### src/rtl/fifo_uart_tx.sv
// fifo_uart_tx: fetches bytes from an upstream FIFO and serialises them LSB first
// with one start bit and one stop bit. The line idles high.
// Optional build macro FIFO_UART_TX_PARITY_EN inserts an even-parity bit between
// the last data bit and the stop bit.
//
// state  | meaning
// -------+-----------------------------------------------------------
// IDLE   | line high, waiting for en=1 and a non-empty FIFO
// REQ    | fifo_rd high for this one cycle
// WAIT   | FIFO read data becomes valid; captured at the exit edge
// START  | start bit (0), CLKS_PER_BIT cycles
// DATA   | 8 data bits, LSB first, CLKS_PER_BIT cycles each
// PARITY | even parity of the data byte (FIFO_UART_TX_PARITY_EN only)
// STOP   | stop bit (1); frame_cnt increments at the exit edge
module fifo_uart_tx #(
  parameter int CLKS_PER_BIT = 4,
  parameter int CNT_W        = 16
) (
  input  logic             clock,
  input  logic             rst,
  input  logic             en,
  input  logic             fifo_empty,
  input  logic [7:0]       fifo_data,
  output logic             fifo_rd,
  output logic             tx,
  output logic             busy,
  output logic [CNT_W-1:0] frame_cnt
);

  typedef enum logic [2:0] {
    IDLE   = 3'd0,
    REQ    = 3'd1,
    WAIT   = 3'd2,
    START  = 3'd3,
    DATA   = 3'd4,
`ifdef FIFO_UART_TX_PARITY_EN
    PARITY = 3'd5,
`endif
    STOP   = 3'd6
  } state_t;

  // Bit timer is a down-counter; the terminal count (0) marks each bit boundary.
  localparam logic [15:0] BIT_LAST = 16'(CLKS_PER_BIT - 1);

  state_t      state;
  state_t      state_next;
  logic [7:0]  shreg;
  logic [2:0]  bit_idx;
  logic [15:0] bit_cnt;
  logic        bit_done;
`ifdef FIFO_UART_TX_PARITY_EN
  logic        par_bit;
`endif

  assign bit_done = (bit_cnt == 16'd0);

  // State register.
  always_ff @(posedge clock) begin
    if (rst) state <= IDLE;
    else     state <= state_next;
  end

  // Next-state logic plus line level and busy, decoded from the current state.
  always_comb begin
    state_next = state;
    tx         = 1'b1;
    busy       = 1'b1;
    case (state)
      IDLE: begin
        busy = 1'b0;
        if (en && !fifo_empty) state_next = REQ;
      end
      REQ:  state_next = WAIT;
      WAIT: state_next = START;
      START: begin
        tx = 1'b0;
        if (bit_done) state_next = DATA;
      end
      DATA: begin
        tx = shreg[0];
`ifdef FIFO_UART_TX_PARITY_EN
        if (bit_done && bit_idx == 3'd7) state_next = PARITY;
`else
        if (bit_done && bit_idx == 3'd7) state_next = STOP;
`endif
      end
`ifdef FIFO_UART_TX_PARITY_EN
      PARITY: begin
        tx = par_bit;
        if (bit_done) state_next = STOP;
      end
`endif
      STOP: begin
        if (bit_done) state_next = IDLE;
      end
      default: state_next = IDLE;
    endcase
  end

  // Read strobe is registered: it rises on the IDLE->REQ edge and covers only REQ.
  always_ff @(posedge clock) begin
    if (rst) fifo_rd <= 1'b0;
    else     fifo_rd <= (state_next == REQ);
  end

  // Bit timer: loaded while waiting for data, reloaded at every bit boundary.
  always_ff @(posedge clock) begin
    if (rst)                                bit_cnt <= 16'd0;
    else if (state == IDLE || state == REQ) bit_cnt <= 16'd0;
    else if (state == WAIT)                 bit_cnt <= BIT_LAST;
    else if (bit_done)                      bit_cnt <= BIT_LAST;
    else                                    bit_cnt <= bit_cnt - 16'd1;
  end

  // Byte capture, shifting, bit index, parity and completed-frame count.
  always_ff @(posedge clock) begin
    if (rst) begin
      shreg     <= 8'd0;
      bit_idx   <= 3'd0;
      frame_cnt <= '0;
`ifdef FIFO_UART_TX_PARITY_EN
      par_bit   <= 1'b0;
`endif
    end else begin
      if (state == WAIT) begin
        shreg   <= fifo_data;
        bit_idx <= 3'd0;
`ifdef FIFO_UART_TX_PARITY_EN
        par_bit <= ^fifo_data;
`endif
      end else if (state == DATA && bit_done) begin
        shreg   <= {1'b0, shreg[7:1]};
        bit_idx <= bit_idx + 3'd1;
      end
      if (state == STOP && bit_done) frame_cnt <= frame_cnt + CNT_W'(1);
    end
  end

endmodule

### config.mk
export PLATFORM = sky130hd
export DESIGN_NAME = fifo_uart_tx
export DESIGN_NICKNAME = d
export VERILOG_FILES = /design/src/rtl/fifo_uart_tx.sv
export SDC_FILE = /design/constraint.sdc
export NUM_CORES = 1
export LEC_CHECK = 0
export ABC_AREA = 1
export CORE_AREA = 4 4 58 81
export DETAILED_ROUTE_END_ITERATION = 10
export DIE_AREA = 0 0 62 85
export DONT_BUFFER_PORTS = 1
export PLACE_DENSITY = 0.81
export SYNTH_ARGS = -nofsm -noshare
export SYNTH_HDL_FRONTEND = slang
export SYNTH_SLANG_ARGS = --single-unit
### constraint.sdc
create_clock -name clock -period 3.05 [get_ports clock]
set_clock_uncertainty 0.15 [all_clocks]
set_input_delay 0.61 -clock clock [delete_from_list [all_inputs] [get_ports clock]]
set_output_delay 0.61 -clock clock [all_outputs]
set_load 0.1 [all_outputs]
After elaboration in Yosys (flattened, before gate mapping)
Index checks and enable logic that the tools add are counted.

cells by class
  $add $sub $neg = 3
  equal/unequal tests = 7
  muxes and demuxes = 11
  reduce and logical (&&, ||, !) cells = 12

operator list
  operator               count
  $pmux 3 s6             1
  $add 16x1->16 const B  1
  $logic_not 16->1       1
  $mux 8                 2
  $sub 16x1->16 const B  1
  $mux 3                 4
  $eq 3x3->1 const B     3
  $eq 3x1->1 const B     2
  $eq 3x2->1 const B     2
  $logic_and 1x1->1      4
  $mux 2                 2
  $reduce_or 2->1        2
  $reduce_or 4->1        1
  $add 3x1->3 const B    1
  $logic_not 3->1        1
  $pmux 1 s2             1
  $reduce_bool 2->1      1
  $logic_not 1->1        1
  $logic_or 1x1->1       1
  $mux 1                 1

word-level totals
  flip-flop bits (word level) = 47
  word-level logic and storage cells = 40

Longest topological paths before layout
Gate-level depths: netlist of the first run.

  word-level depth = 5
  depth in mapped cells = 11

Least setup slack after synthesis of the first run
No wires, ideal clock.

  kind = register -> output
  from = register state[0]
  to = output tx
  arrival time = 2.028 ns
  setup slack = 0.262 ns
  cell stages (with the launch flop) = 6
  buffers on the path = 0
  cells stage by stage = dfxtp_1 -> inv_1 -> nor2_1 -> nand2_1 -> inv_1 -> a21oi_1

between the ends
  word-level cells in the longest chain between the ends = 2

RTL lines
  element                                   line  text
  start: declaration                        45    state_t state;
  start signal: assignment                  60    else state <= state_next;
  $eq 3x3->1 or $eq 3x2->1 (tied branches)  68    case (state)
  $pmux 1 s2 *                              68
  end: declaration                          25    output logic tx,

Mark *: on every way between the ends. The rest lies on a longest branch, timed or not.

Final worst setup path of the first run
  from = register state[2]
  to = output tx

The elaborated chain is that of the path after synthesis.

==> results of run 1 <==
[metrics by stage]
stage                     worst slack [ns]  hold WS, ns  util, %  cell area (µm²)
after floorplan                      0.262        0.277        -             2540
after global placement                1.08        0.293     67.8             2680
after detailed placement             0.933        0.297     67.8             2680
after CTS                            0.805        0.193     70.7             2790
after global routing                 0.724        0.177     70.7             2790
final                                0.774        0.201     70.7             2790
[cell usage after synthesis]
cell / instances
buf_2: 4
nor3b_1: 1
nand4_1: 12
dfxtp_1: 47
nand3_1: 29
inv_1: 42
nand2_2: 1
inv_2: 2
or2_2: 2
and2_1: 1
a21oi_1: 36
ha_1: 5
nor3_1: 3
nand2_1: 120
nor2_2: 4
a21oi_2: 5
xnor2_1: 3
buf_4: 1
a31oi_1: 2
nor2_1: 46
nor2_4: 1
buf_8: 1
clkbuf_1: 3
nor2_8: 1
nand2_4: 1
xor2_1: 3
o21ai_0: 14
[cell families (layout without fill, tap and decap cells)]
family                     after synthesis  count (layout)  share of synthesized area, %
adders and majority gates                5               5                          2.46
AOI/OAI and AO/OA                       57              57                          12.1
buffers and inverters                   53              70                          8.62
DFF                                     47              47                          37.0
xor gates and xnor gates                 6               6                          2.07
and+or+nand+nor                        222             222                          37.7
[power by group]
part / total [µW] / internal (µW) / switching [µW]
combinational: 273 / 82.3 / 190
clock: 468 / 247 / 221
sequential: 648 / 629 / 18.6
total: 1390 / 958 / 430
[layout make-up]
| cell class | count | area, µm² | share of cell area, % |
|---|---|---|---|
| Timing Repair Buffer | 18 | 135 | 4.84 |
| Clock buffer | 5 | 68.8 | 2.46 |
| Inverter | 44 | 165 | 5.91 |
| Clock inverter | 3 | 46.3 | 1.66 |
| Tap cell | 43 | 53.8 | 1.93 |
| Sequential cell | 47 | 941 | 33.7 |
| Multi-Input combinational cell | 290 | 1380 | 49.5 |
[worst min path at each step]
stage	startpoint	end	slack [ns]
after detailed placement	bit_idx[2]	bit_idx[2]	0.30
final	rst	frame_cnt[3]	0.20
after global routing	rst	frame_cnt[3]	0.18
after floorplan	bit_idx[1]	bit_idx[1]	0.28
after global placement	bit_idx[1]	bit_idx[1]	0.29
after CTS	rst	frame_cnt[3]	0.19
[layer usage]
layer  GRT usage [%]  vias to the layer above  part of all wire, %
li1                -                     1279                    -
met1            25.3                     1116                   40
met2            41.2                       59                   53
met3            5.33                       13                  4.3
met4            9.46                        0                  2.4
met5               0                        -                    0
[critical path, delay by kind of cell (launching register included)]
kind | cells | cell delay, ns
AO/OA/AOI/OAI | 1 | 0.10
buffers and inverters | 2 | 0.35
flip-flops | 1 | 0.39
AND/OR/NAND/NOR | 1 | 0.37
[state kept, by name (all words and copies together), names as in the netlist]
signal and flops:
fifo_rd 1, state 3, bit_idx 3, frame_cnt 16, bit_cnt 16, shreg 8
==> out/qor.yml, run 1 <==
status: "finished clean"
rsz0062_at_grt: "no"
cp-endpoint: "tx"
cts_sinks: 47
required_ns: 2.29
slew_headroom_pct: 32.7
syn_inst: 390
avgRoutedWirePerCell_um: 12.4
dpl.cell_count: 442
regToRegSetupSlack_ns: 0.90
grt_max_degree: 26
grt_overflow_total: 0
arrival_ns: 1.52
grt_usage_pct: 23.3
yosys.area.top_type: "dfxtp_1"
die_w_um: 62
fillers: 351
drt_iter0_markers: 118
hold_path.class: "in -> reg"
ir_drop_v: 0.000499
synthTopCellsByArea: "dfxtp_1 37%, nand2_1 18%, a21oi_1 7.1%, nor2_1 6.8%, inv_1 6.2%"
ys_warn_count: 0
p_total_uw: 1390
final_nets: 423
mostFrequentLayoutCells: "120 x nand2_1, 47 x dfxtp_1, 46 x nor2_1"
min_period_ns: 2.28
cts_root_buf: "clkbuf_8"
area_delta_synth_final_pct: 10.0
vias: 2467
wirelength_um: 5570
start_kind: "flop"
hpwl_um: 4060
final.setup.tns_ns: 0
dr.pass1.iters: 4
slowest_delay_ns: 0.39
n_antenna_cell: 0
rr_worst_depth: 10
post-route-period-util_pct: 74.6
cts.htree.levels: 2
cellPowerDensity_nw_per_um2: 497
worstMarginPinSlew_ns: 1.01
setup_viol: 0
tritoncts: "built"
finalHoldViolations: 0
reg2reg_from: "bit_cnt[0]"
core_area_um2: 3950
final_common_cell: "nand2_1"
worst_path_max_delay_cell: "dfxtp_1"
max_freq_mhz: 439
seq_area_frac_synth_pct: 37.0
die-area_um2: 5270
drv_cap: 0
end_kind: "output port"
clk_path_buf_depth: 2
antenna_found_initial: 0
rows: 27
io-pin-count: 31
layout-drive-gt1-share_pct: 10.8
cts-resized-gates: 0
crit_fanout: 4
avgSynthCellArea_um2: 6.51
portBuffers: 0
cts_made_buffers: 5
gp_congestion: 0.925
hold_depth: 1
hold_buffers: 0
synth_fp_nets: 407
r2r_end: "shreg[2]"
path_cells: "inv_1 > nor3_1 > a21oi_2 > buf_4"
path_class: "reg -> out"
grt_pass1_vias: 2357
fp.dieH_um: 85
via_per_inst: 5.48
route.detailed.drc: 0
drtAntennaViolNets: 0
grt_pass1_wl_um: 9650
yosysTopAreaCellShare_pct: 37.0
drv_slew: 0
leakage_uw: 0.00124
synth-seq-cells: 47
fin_cells: 450
start_util_pct: 64.3
syn_area_um2: 2540
worstSkewPairLatency_ns: 0.31
clk_pin_slew_ns: 0.09
cts_setup_buffers: 0
worstSetupStartpoint: "state[2]"
synth_cell_types: 27
Note: power is estimated with default switching activity, not from simulation.
==> run 2, diff against run 1 <==
Settings changed: CORE_AREA 4 4 58 81 to 4 4 62 86, DIE_AREA 0 0 62 85 to 0 0 66 90, PLACE_DENSITY 0.81 to 0.75.
Clock period 3.05 ns to 1.8 ns, I/O delays scaled along.
==> run 2 against run 1 <==
Count of clock-buffer cells in the layout rose by 2. Clock power rose by 51%. Sequential power rose by 68%. Register-to-register slack got worse by 0.90 ns. Power rose by 78%. Via count rose by 4.3%. Critical endpoint is now bit_idx[1]. Largest cell class unchanged.
==> out/qor.yml, run 2 (synthesized netlist as in run 1, its figures left out) <==
max_freq_mhz: 557
grt_overflow_total: 0
cts_root_buf: "clkbuf_8"
min_period_ns: 1.80
reg2reg_from: "bit_cnt[0]"
antenna_found_initial: 0
crit_fanout: 4
cts_made_buffers: 5
n_antenna_cell: 0
end_kind: "flop"
clk_path_buf_depth: 2
setup_viol: 0
start_util_pct: 56.0
hold_path.class: "in -> reg"
regToRegSetupSlack_ns: 0.004
dpl.cell_count: 471
grt_max_degree: 25
multi_input_area_um2: 1550
die-area_um2: 5940
clk_pin_slew_ns: 0.09
drv_cap: 0
path_class: "reg -> reg"
mostFrequentLayoutCells: "115 x nand2_1, 39 x nor2_1, 36 x inv_1"
final.setup.tns_ns: 0
post-route-period-util_pct: 99.8
cts.htree.levels: 2
tritoncts: "built"
core_area_um2: 4540
worstMarginPinSlew_ns: 1.06
vias: 2574
grt_pass1_wl_um: 10300
layout-drive-gt1-share_pct: 25.6
drv_slew: 0
top_regs: "bit_cnt (16), frame_cnt (16), shreg (8)"
wirelength_um: 6430
area_delta_synth_final_pct: 25.7
fillers: 380
use_met3_pct: 3.99
min_from: "fifo_data[7]"
rows: 29
dr.pass1.iters: 4
fp.dieH_um: 90
grt_usage_pct: 21.5
cellPowerDensity_nw_per_um2: 772
slew_headroom_pct: 29.2
die_w_um: 66
start_kind: "flop"
route.detailed.drc: 0
fin_cells: 491
portBuffers: 0
use_met2_pct: 39.4
cts_sinks: 47
final_nets: 446
p_total_uw: 2470
grt_use_met1_pct: 23.6
io-pin-count: 31
worstSetupStartpoint: "bit_cnt[0]"
status: "finished clean"
final_common_cell: "nand2_1"
via_per_inst: 5.24
hpwl_um: 4260
drt_iter0_markers: 131
avgRoutedWirePerCell_um: 13.1
regArea_um2: 976
top_usage_layer: "met2"
required_ns: 1.85
rsz0062_at_grt: "yes"
finalHoldViolations: 0
gp_congestion: 0.855
drtAntennaViolNets: 0
grt_pass1_vias: 2433
arrival_ns: 1.84
worstSkewPairLatency_ns: 0.31
ir_drop_v: 0.000511
leakage_uw: 0.00139
[run 2: changes by cell type in the layout (fill, tap and decap cells not counted), moves of 3 or more]
cell | before | now
dfxtp_1 | 47 | 27
dfxtp_4 | 0 | 4
inv_1 | 42 | 36
nand2_2 | 1 | 5
nor2_2 | 4 | 8
dfxtp_2 | 0 | 16
nand3_1 | 29 | 25
nand3_2 | 0 | 3
buf_6 | 0 | 3
inv_2 | 2 | 7
nand2_1 | 120 | 115
nor2_4 | 1 | 7
nor2_1 | 46 | 39
buf_4 | 18 | 31
[run 2: report_power, final]
part | total (µW) | switching (µW) | internal, µW
clock network | 705 | 353 | 352
logic | 668 | 436 | 233
registers | 1090 | 28.9 | 1060
[run 2: area by class of cell]
class / count / share of cell area, %
well taps: 62 / 2.43
flip-flops and latches: 47 / 30.6
inverters: 44 / 5.25
multi-input cells: 294 / 48.7
repair buffers: 37 / 10.0
clock buffers: 7 / 3.06
[run 2: worst max-delay path, stage by stage (launching register included)]
cell and delay [ns]:
dfxtp_2 0.34, inv_2 0.08, ha_4 0.13, inv_2 0.04, nor2_4 0.11, nand2_2 0.07
nor2_4 0.26, nand3_4 0.14, buf_6 0.15, o21ai_1 0.17, a21oi_1 0.06
[run 2: path summary, 6_finish.rpt]
kind / to / cells past startpoint
max: bit_idx[1] / 10
min: shreg[7] / 2
max reg2reg: bit_idx[1] / 10
min reg2reg: bit_idx[2] / 2
[run 2: timing repair]
action / 4_1_cts / 5_1_grt
setup endpoints to repair: 1 / 28
resized for setup: 6 / 43
hold buffers: 1 / 0
endpoints found under the hold margin: 24 / 0
pin swaps: 0 / 10
setup buffers: 0 / 8
cloned: 0 / 4
[run 2: stage by stage]
step                      cell area [µm²]  hold WS, ns  util (%)  setup slack (ns)
after floorplan                      2570        0.277         -            -0.128
after global placement               2830        0.269      62.4             0.116
after detailed placement             2830        0.271      62.4            0.0563
after CTS                            2960       0.0532      65.2           -0.0267
after global routing                 3190       0.0725      70.4           -0.0694
final                                3190       0.0489      70.4           0.00417
[run 2: per-layer routing]
layer / up-vias / share of wire, %
met3: 19 / 3.5
li1: 1337 / -
met1: 1163 / 39
met5: - / 0
met2: 55 / 54
met4: 0 / 3.4
